--- src/rtl/ntr_cmd_sequencer.sv ---
// NTR bus front end: synchronizes ntr_clk/ntr_data, frames 8-byte commands plus a
// counted data phase, and hands commands off over valid/ready. Option: NTR_CMD_MATCH_EN.
module ntr_cmd_sequencer #(
  parameter int unsigned SYNC_STAGES = 2,
  parameter int unsigned IDLE_CYCLES = 16,
  parameter logic [63:0] MATCH_CMD   = 64'h9F00_0000_0000_0000
) (
  input  logic        clk,
  input  logic        rst,
  input  logic        ntr_clk,
  input  logic [7:0]  ntr_data,
  input  logic        cmd_ready,
  output logic        cmd_valid,
  output logic [63:0] cmd_data,
  output logic        cmd_overrun,
  output logic        cmd_abort,
  output logic        xfer_done,
  output logic [15:0] data_count,
  output logic        led
);

  localparam int unsigned IDLE_W = $clog2(IDLE_CYCLES + 1);

  localparam logic [1:0] ST_IDLE = 2'd0;
  localparam logic [1:0] ST_CMD  = 2'd1;
  localparam logic [1:0] ST_DATA = 2'd2;

  logic [SYNC_STAGES-1:0] clk_sync;
  logic [7:0]             data_sync [SYNC_STAGES];
  logic                   clk_prev;
  logic                   ntr_edge;
  logic [7:0]             byte_in;

  logic [1:0]        state, state_n;
  logic [2:0]        idx, idx_n;
  logic [55:0]       shift, shift_n;
  logic [IDLE_W-1:0] idle_cnt, idle_cnt_n;
  logic [15:0]       live_cnt, live_cnt_n;
  logic              cmd_valid_n, cmd_overrun_n, cmd_abort_n, xfer_done_n, led_n;
  logic [63:0]       cmd_data_n;
  logic [15:0]       data_count_n;
  logic              complete, idle_hit;

  // Identical synchronizer chains keep clock and data aligned
  always_ff @(posedge clk or posedge rst) begin
    if (rst) begin
      clk_sync <= '0;
      clk_prev <= 1'b0;
      for (int i = 0; i < int'(SYNC_STAGES); i++) data_sync[i] <= 8'd0;
    end else begin
      clk_sync <= {clk_sync[SYNC_STAGES-2:0], ntr_clk};
      clk_prev <= clk_sync[SYNC_STAGES-1];
      data_sync[0] <= ntr_data;
      for (int i = 1; i < int'(SYNC_STAGES); i++) data_sync[i] <= data_sync[i-1];
    end
  end

  assign ntr_edge = clk_sync[SYNC_STAGES-1] & ~clk_prev;
  assign byte_in  = data_sync[SYNC_STAGES-1];

  always_ff @(posedge clk or posedge rst) begin
    if (rst) begin
      state       <= ST_IDLE;
      idx         <= 3'd0;
      shift       <= 56'd0;
      idle_cnt    <= '0;
      live_cnt    <= 16'd0;
      cmd_valid   <= 1'b0;
      cmd_data    <= 64'd0;
      cmd_overrun <= 1'b0;
      cmd_abort   <= 1'b0;
      xfer_done   <= 1'b0;
      data_count  <= 16'd0;
      led         <= 1'b0;
    end else begin
      state       <= state_n;
      idx         <= idx_n;
      shift       <= shift_n;
      idle_cnt    <= idle_cnt_n;
      live_cnt    <= live_cnt_n;
      cmd_valid   <= cmd_valid_n;
      cmd_data    <= cmd_data_n;
      cmd_overrun <= cmd_overrun_n;
      cmd_abort   <= cmd_abort_n;
      xfer_done   <= xfer_done_n;
      data_count  <= data_count_n;
      led         <= led_n;
    end
  end

  always_comb begin
    state_n       = state;
    idx_n         = idx;
    shift_n       = shift;
    live_cnt_n    = live_cnt;
    cmd_valid_n   = cmd_valid;
    cmd_data_n    = cmd_data;
    cmd_overrun_n = cmd_overrun;
    cmd_abort_n   = 1'b0;
    xfer_done_n   = 1'b0;
    data_count_n  = data_count;
    led_n         = led;
    complete      = 1'b0;

    if (ntr_edge) idle_cnt_n = '0;
    else if (idle_cnt != IDLE_W'(IDLE_CYCLES)) idle_cnt_n = idle_cnt + 1'b1;
    else idle_cnt_n = idle_cnt;
    // Timeout acts on the edge where the counter arrives at its limit
    idle_hit = !ntr_edge && (idle_cnt_n == IDLE_W'(IDLE_CYCLES));

    if (cmd_valid && cmd_ready) cmd_valid_n = 1'b0;

    case (state)
      ST_IDLE: begin
        if (ntr_edge) begin
          shift_n = {48'd0, byte_in};
          idx_n   = 3'd1;
          state_n = ST_CMD;
        end
      end
      ST_CMD: begin
        if (ntr_edge) begin
          shift_n = {shift[47:0], byte_in};
          idx_n   = idx + 3'd1;
          if (idx == 3'd7) begin
            complete   = 1'b1;
            live_cnt_n = 16'd0;
            state_n    = ST_DATA;
          end
        end else if (idle_hit) begin
          cmd_abort_n = 1'b1;
          shift_n     = 56'd0;
          idx_n       = 3'd0;
          state_n     = ST_IDLE;
        end
      end
      ST_DATA: begin
        if (ntr_edge) begin
          if (live_cnt != 16'hFFFF) live_cnt_n = live_cnt + 16'd1;
        end else if (idle_hit) begin
          data_count_n = live_cnt;
          xfer_done_n  = 1'b1;
          live_cnt_n   = 16'd0;
          state_n      = ST_IDLE;
        end
      end
      default: state_n = ST_IDLE;
    endcase

    // A same-cycle accept frees the holding register for the new command
    if (complete) begin
      if (!cmd_valid || cmd_ready) begin
        cmd_data_n  = {shift, byte_in};
        cmd_valid_n = 1'b1;
`ifdef NTR_CMD_MATCH_EN
        if ({shift, byte_in} == MATCH_CMD) led_n = 1'b1;
`else
        led_n = ~led;
`endif
      end else begin
        cmd_overrun_n = 1'b1;
      end
    end
  end

`ifndef NTR_CMD_MATCH_EN
  logic unused_match;
  assign unused_match = ^MATCH_CMD;
`endif

endmodule

--- config.mk ---
export PLATFORM = sky130hd
export DESIGN_NAME = ntr_cmd_sequencer
export DESIGN_NICKNAME = d
export VERILOG_FILES = /design/src/rtl/ntr_cmd_sequencer.sv
export SDC_FILE = /design/constraint.sdc
export NUM_CORES = 1
export LEC_CHECK = 0
export ABC_CLOCK_PERIOD_IN_PS = 10240
export CAP_MARGIN = 30
export CORE_MARGIN = 5
export CORE_UTILIZATION = 36
export CTS_BUF_LIST = sky130_fd_sc_hd__clkbuf_4
export DETAILED_ROUTE_END_ITERATION = 10
export GPL_TIMING_DRIVEN = 0
export HOLD_SLACK_MARGIN = 0.06
export SETUP_SLACK_MARGIN = 0.2
export SLEW_MARGIN = 20
export SYNTH_ARGS = -nofsm -noshare
export SYNTH_HDL_FRONTEND = slang
export SYNTH_SLANG_ARGS = --single-unit
--- constraint.sdc ---
create_clock -name clk -period 10.24 [get_ports clk]
set_input_delay 2.048 -clock clk [delete_from_list [all_inputs] [get_ports clk]]
set_output_delay 2.048 -clock clk [all_outputs]
set_load 0.01 [all_outputs]
Yosys cells after proc, flatten, opt, wreduce, memory -nomap -nowiden
Cells that the tools add are included.
- flip-flop bits (word level): 186
- input bits: 12
- output and inout port bits: 85
- word-level logic and storage cells: 84
- add/sub/neg operators: 3
- equal/unequal tests: 14
- mux-type cells: 32
- bitwise operators: 5
- reductions and logical operators: 14
- operators with widths (kind ; number):
    $mux 56 ; 3
    $pmux 56 s2 ; 1
    $mux 16 ; 5
    $pmux 16 s2 ; 1
    $add 16x1->16 const B ; 1
    $ne 16x16->1 const B ; 1
    $ne 3x3->1 const B ; 4
    $mux 1 ; 10
    $mux 2 ; 5
    $mux 5 ; 2
    $mux 3 ; 3
    $reduce_and 3->1 ; 3
    $ne 2x2->1 const B ; 4
    $pmux 2 s3 ; 1
    $pmux 3 s2 ; 1
    $add 5x1->5 const B ; 1
    $eq 5x5->1 const B ; 1
    $ne 5x5->1 const B ; 1
    $reduce_and 5->1 ; 1
    $not 1->1 ; 4
    $reduce_and 2->1 ; 2
    $reduce_bool 2->1 ; 2
    $add 3x1->3 const B ; 1
    $eq 3x3->1 const B ; 1
    7 further kinds ; 9

Depth between registers and ports, before layout
Gate-level depths: netlist of run 1.
- depth in word-level cells: 8
- mapped depth: 10
- mapped depth without buffers: 7

Least setup slack after synthesis of run 1
No wires, ideal clock.
- kind: in2reg
- start: in cmd_ready
- end: reg cmd_data[10]
- data arrival time: 3320 ps
- required time: 10115 ps
- setup slack: 6795 ps
- stages: 5
- buffers on the path: 2
- cells stage by stage: nand2b_1 nand3_1 clkbuf_1 clkbuf_1 mux2_2
- longest elaborated chain between the ends: 2
- ends and longest elaborated chain (what ; RTL line ; text):
    start: declaration ; 12 ; input logic cmd_ready,
    $logic_or 1x1->1 ; 152 ; if (!cmd_valid || cmd_ready) begin
    $reduce_and 2->1 (no source line) ; -- ;
    end signal: assignment ; 82 ; cmd_data <= cmd_data_n;
    end: declaration ; 14 ; output logic [63:0] cmd_data,
Every way passes these cells.
A chain may end at the register's enable or synchronous reset.

Final worst setup path of run 1
- start: in cmd_ready
- end: reg cmd_data[13]
Same word-level chain as after synthesis.

==> flow_metrics.env, run 1 <==
export IMPL_outcome="completed"
export IMPL_slew_limit_headroom=0.5084
export IMPL_worst_endpoint_arrival_ps=4220
export IMPL_crit_slowest_cell="clkbuf_1"
export IMPL_slowest_delay_ps=530
export IMPL_hp_class="flop to flop"
export IMPL_finalHoldViolCount=0
export IMPL_intPower_mw=1.093
export IMPL_fin_crit_ps=3741
export IMPL_clkTransAtPathRegs_ps=150
export IMPL_drt_pass1_iter_count=4
export IMPL_wl_per_cell_um=16.64
export IMPL_cp_cell_sequence="clkdlybuf4s50_1 > nand2b_1 > nand3_1 > clkbuf_1 > clkbuf_1 > mux2_2"
export IMPL_p_leak_nw=4.056
export IMPL_whs_ps=371.1
export IMPL_grt_pass1_vias=4613
export IMPL_worstSetupPathType="primary input to flop"
export IMPL_fin_setup_tns_ps=0
export IMPL_rows=51
export IMPL_syn2layout_area_growth_pct=23.84
export IMPL_crit_family="buffers and inverters"
export IMPL_maxCapViolCount=0
export IMPL_grt_pass1_wl_um=24920
export IMPL_clock_power_share=0.296
export IMPL_cp_start_kind="primary input"
export IMPL_via_count=4446
export IMPL_cts_root_buf="clkbuf_4"
export IMPL_drt_iter0_drc=292
export IMPL_crit_top_cell="clkbuf_1"
export IMPL_worst_pin_slew_ps=737.5
export IMPL_cts_setup_buffers=0
export IMPL_crit_buf_inv=3
export IMPL_ir_worst_vdd_mv=0.07823
export IMPL_yosysSeqAreaShare=0.6598
export IMPL_fmax_mhz=267.3
export IMPL_dp_hpwl_um=10230
export IMPL_multi_input_area_mm2=0.002220
export IMPL_most_common_layout_cells="186 x dfrtp_1, 96 x clkdlybuf4s50_1, 71 x mux2_2"
export IMPL_powerDensity_mw_per_mm2=171.5
export IMPL_end_kind="flop"
export IMPL_fp_dieW_um=150.0
export IMPL_numCtsBuffers=17
export IMPL_clock_sinks=186
export IMPL_synthCells=492
export IMPL_required_ps=10720
export IMPL_ant_nets=0
export IMPL_clk_latency_ps=590
export IMPL_setup_viol=0
export IMPL_fill_cells=1805
export IMPL_place_congestion=0.7912
export IMPL_core_mm2=0.01940
export IMPL_switching_share=0.2704
export IMPL_cts_resized=0
export IMPL_hold_buffers=0
export IMPL_die_h_um=150.0
export IMPL_switchingPower_uw=405.1
export IMPL_cts_htree_levels=4
export IMPL_initial_core_util=0.3636
export IMPL_die_area_mm2=0.02249
export IMPL_rsz0062_at_grt="false"
export IMPL_synth_cell_types=39
export IMPL_p_comb_frac=0.135
export IMPL_drv_slew=0
export IMPL_route_detailed_drc=0
export IMPL_tritoncts="yes"
export IMPL_p_seq_frac=0.569
export IMPL_routed_wl_um=14780
export IMPL_utilization=0.4503
export IMPL_fin_nets=626
export IMPL_ys_seq_elements=186
export IMPL_grt_start_max_net_pins=96
export IMPL_syn_nets=509
export IMPL_track_usage=0.1402
export IMPL_finalClockSkew_ps=23.46
export IMPL_grt_overflow=0
export IMPL_period_share=0.3653
export IMPL_path_max_fanout=10
export IMPL_syn_area_mm2=0.007054
export IMPL_ios=97
export IMPL_drive_gt1_frac=0.1929
export IMPL_via_per_inst=5.007
export IMPL_final_common_cell="dfrtp_1"
export IMPL_antenna_found_initial=1
export IMPL_final_seq_area_mm2=0.004654
export IMPL_io_buffers=96
export IMPL_avgSynthCellArea_um2=14.34
export IMPL_clock_path_buffers=2
export IMPL_finalPower_mw=1.498
export IMPL_yosysWarnings=0
cell type report:
class                           count  share of cell area
Tap cell                          265             0.03795
Clock inverter                     14             0.02163
Multi-Input combinational cell    265              0.2541
Sequential cell                   186              0.5328
Antenna cell                        1           0.0002865
Timing Repair Buffer               98              0.1163
Clock buffer                       18             0.01547
Inverter                           11            0.005586
Buffer                             30             0.01590
power by group through the flow:
stage,clock network (mW),registers (mW),logic [mW]
after floorplan,0,0.863,0.101
after global placement,0,0.866,0.196
after detailed placement,0,0.867,0.205
after CTS,0.457,0.854,0.206
after global routing,0.491,0.863,0.224
final,0.443,0.853,0.202
cells by family after synthesis:
group                      count (synthesis)  share of synthesized area
AOI/OAI and AO/OA                        103                     0.1130
DFF                                      186                     0.6598
adders and majority gates                  5                   0.008868
muxes                                     81                     0.1339
and+or+nand+nor                           68                    0.04895
xor gates and xnor gates                   8                   0.009933
buffers and inverters                     41                    0.02554
worst reg2reg max path, stage by stage (launching register included):
cell and delay [ps]:
dfrtp_1 440, inv_1 60, ha_1 190, and4bb_2 260, xnor2_1 140, or3_1 300, buf_2 150, o31a_1 350
buf_2 230, buf_1 260, a22o_1 240
through the flow:
stage / std cells / setup slack [ps] / instance area [um2]
finish: 888 / 6499 / 8736
global route: 888 / 6392 / 8736
CTS: 887 / 6506 / 8733
detailed placement: 855 / 5862 / 8409
global placement: 853 / 1042 / 8347
floorplan: 492 / 3135 / 7054
synth_stat cells:
cell,instances,area [um2]
o21bai_1,1,7.510
buf_1,2,7.510
nand3_1,11,55.05
or3_4,1,11.26
dfrtp_1,186,4654
or3_1,2,12.51
xnor2_1,7,61.31
inv_1,11,41.29
nand4bb_1,1,11.26
a22o_1,59,516.8
nor3_1,5,25.02
and2_1,3,18.77
o21ai_0,12,60.06
and4bb_2,1,12.51
mux2i_1,1,10.01
nor2b_1,1,6.260
mux2_2,71,799.5
o21a_1,1,7.510
clkbuf_1,24,90.09
ha_1,5,62.56
a21oi_1,9,45.04
nor4_1,4,25.02
nand4_1,2,12.51
a41oi_1,8,70.07
o31a_1,1,8.760
xor2_1,1,8.760
o21ai_1,1,5.000
mux2_4,9,135.1
nor4bb_1,1,10.01
a31oi_1,5,31.28
o211ai_1,2,15.01
and3_1,1,6.260
buf_2,2,10.01
buf_6,1,11.26
nor2_1,19,71.32
buf_12,1,20.02
nand2b_1,3,18.77
a22oi_1,4,30.03
nand2_1,13,48.80
worst paths after layout:
path / endpoint / cells after the start / startpoint / slack, ps
setup reg to reg: shift[6] / 10 / idle_cnt[0] / 7530
hold / removal: byte_in[3] / 0 / data_sync[11] / 370
setup / recovery: cmd_data[13] / 6 / cmd_ready / 6500
max in group asynchronous: idle_cnt[0] / 3 / rst / 7880
hold reg to reg: byte_in[3] / 0 / data_sync[11] / 370
min in group asynchronous: led / 2 / rst / 1730
per-layer routing:
| layer | track usage | routed length, um |
|---|---|---|
| met5 | 0 | 0 |
| met4 | 0.04026 | 174 |
| met3 | 0.04634 | 914 |
| met2 | 0.2050 | 6846 |
| met1 | 0.1997 | 6845 |
flip-flops by register name (all words and copies together) (netlist names):
register / count
byte_in: 8
idx: 3
data_count: 16
cmd_overrun: 1
cmd_valid: 1
led: 1
cmd_data: 64
state: 2
cmd_abort: 1
clk_sync: 2
live_cnt: 16
data_sync: 8
shift: 56
idle_cnt: 5
xfer_done: 1
clk_prev: 1
Power figures use the tool's default switching activity.
==> inputs of run 2 (changes only) <==
--- a/config.mk
+++ b/config.mk
@@ -5,7 +5,7 @@
 export SDC_FILE = /design/constraint.sdc
 export NUM_CORES = 1
 export LEC_CHECK = 0
-export ABC_CLOCK_PERIOD_IN_PS = 10240
+export ABC_CLOCK_PERIOD_IN_PS = 3300
 export CAP_MARGIN = 30
 export CORE_MARGIN = 5
 export CORE_UTILIZATION = 36
==> constraint.sdc (replaced) <==
create_clock -name clk -period 3.3 [get_ports clk]
set_input_delay 0.66 -clock clk [delete_from_list [all_inputs] [get_ports clk]]
set_output_delay 0.66 -clock clk [all_outputs]
set_load 0.01 [all_outputs]
==> flow_metrics.env, run 2 (synthesis results as in run 1) <==
export IMPL_clock_sinks=186
export IMPL_io_buffers=96
export IMPL_finalPower_mw=4.681
export IMPL_cp_start_kind="flop"
export IMPL_route_detailed_drc=0
export IMPL_powerDensity_mw_per_mm2=531.7
export IMPL_fin_nets=630
export IMPL_die_area_mm2=0.02249
export IMPL_fin_crit_ps=2713
export IMPL_setup_viol=0
export IMPL_antenna_found_initial=1
export IMPL_p_leak_nw=4.079
export IMPL_clkTransAtPathRegs_ps=140
export IMPL_finalClockSkew_ps=20.45
export IMPL_hp_class="flop to flop"
export IMPL_largest_reg_flops=64
export IMPL_clk_latency_ps=580
export IMPL_most_common_layout_cells="186 x dfrtp_1, 96 x clkdlybuf4s50_1, 71 x mux2_2"
export IMPL_required_ps=3740
export IMPL_grt_overflow=0
export IMPL_worstSetupPathType="flop to flop"
export IMPL_ir_worst_vdd_mv=0.2947
export IMPL_via_per_inst=4.987
export IMPL_drt_iter0_drc=236
export IMPL_place_congestion=0.7757
export IMPL_via_count=4443
export IMPL_cts_root_buf="clkbuf_4"
export IMPL_cts_htree_levels=4
export IMPL_ant_nets=0
export IMPL_fmax_mhz=368.5
export IMPL_hold_buffers=0
export IMPL_cts_resized=0
export IMPL_clock_path_buffers=2
export IMPL_fp_dieW_um=150.0
export IMPL_syn2layout_area_growth_pct=24.80
export IMPL_outcome="completed"
export IMPL_fin_area_mm2=0.008803
export IMPL_fill_cells=1798
export IMPL_fin_setup_tns_ps=0
export IMPL_wl_per_cell_um=16.87
export IMPL_drv_slew=0
export IMPL_worst_pin_slew_ps=794.6
export IMPL_grt_start_max_net_pins=32
export IMPL_rsz0062_at_grt="false"
export IMPL_tritoncts="yes"
export IMPL_finalHoldViolCount=0
export IMPL_routed_wl_um=15030
export IMPL_postPlaceCellArea_mm2=0.008471
export IMPL_grt_pass1_wl_um=25260
export IMPL_initial_core_util=0.3636
export IMPL_slew_limit_headroom=0.4683
export IMPL_dp_hpwl_um=10690
export IMPL_path_max_fanout=10
export IMPL_cts_setup_buffers=0
export IMPL_rows=51
export IMPL_reg_top3="cmd_data: 64 flops, shift: 56 flops"
export IMPL_numCtsBuffers=17
export IMPL_ios=97
export IMPL_track_usage=0.1432
export IMPL_grt_pass1_vias=4653
export IMPL_period_share=0.8223
export IMPL_die_h_um=150.0
export IMPL_maxCapViolCount=0
export IMPL_largest_register="cmd_data"
export IMPL_core_mm2=0.01940
export IMPL_worst_endpoint_arrival_ps=3160
export IMPL_drive_gt1_frac=0.1968
export IMPL_final_common_cell="dfrtp_1"
export IMPL_end_kind="flop"
export IMPL_whs_ps=365.6
export IMPL_drt_pass1_iter_count=4
run 2: cell count changes in the layout (fill, tap and decap cells not counted), sizes merged:
cell / delta
buf: +4
bufinv: +1
clkinvlp: +2
inv: -4
run 2: layout make-up:
cell class / count / area, um2 / area share
clock buffer: 18 / 135.1 / 0.01535
inverter: 11 / 45.04 / 0.005117
antenna: 1 / 2.502 / 0.0002843
buffer: 30 / 138.9 / 0.01578
tap: 265 / 331.6 / 0.03766
clock inverter: 13 / 195.2 / 0.02217
multi-input combinational: 265 / 2220 / 0.2521
sequential: 186 / 4654 / 0.5287
timing repair buffer: 102 / 1081 / 0.1228
run 2: routing by layer:
metal | wire length (um) | vias to the layer above | global-route usage
met1 | 7070 | 2283 | 0.1993
met4 | 220 | 0 | 0.04803
met2 | 6903 | 110 | 0.2165
met3 | 832 | 16 | 0.04028
li1 | - | 2034 | -
met5 | 0 | - | 0
run 2: where the power goes:
part           switching [mW]  leakage, nW  internal (mW)
clock                   0.782        0.169          0.614
sequential              0.164         2.51           2.48
combinational           0.277         1.40          0.359
run 2: critical path, stage by stage (launching register included):
cell and delay [ps]:
dfrtp_1 430, inv_1 70, ha_1 190, and4bb_2 250, xnor2_1 140, or3_1 300, buf_2 160, o21ai_1 460
clkbuf_1 440, o21ai_0 160
run 2: stage by stage:
step,instances,utilization,setup WS [ps]
floorplan,492,-,247.5
global placement,853,0.4305,-1098
detailed placement,859,0.4367,333.5
CTS,890,0.4537,564.4
global route,891,0.4538,377.2
finish,891,0.4538,586.5
run 2: final timing paths:
kind / to / slack [ps] / from / depth (start not counted)
worst min register to register: byte_in[7] / 370 / data_sync[15] / 0
worst max register to register: live_cnt[12] / 590 / idle_cnt[0] / 9
worst min-delay path: byte_in[7] / 370 / data_sync[15] / 0
min in group asynchronous: cmd_data[17] / 440 / rst / 2
max in group asynchronous: cmd_data[55] / 1910 / rst / 5
worst max-delay path: live_cnt[12] / 590 / idle_cnt[0] / 9
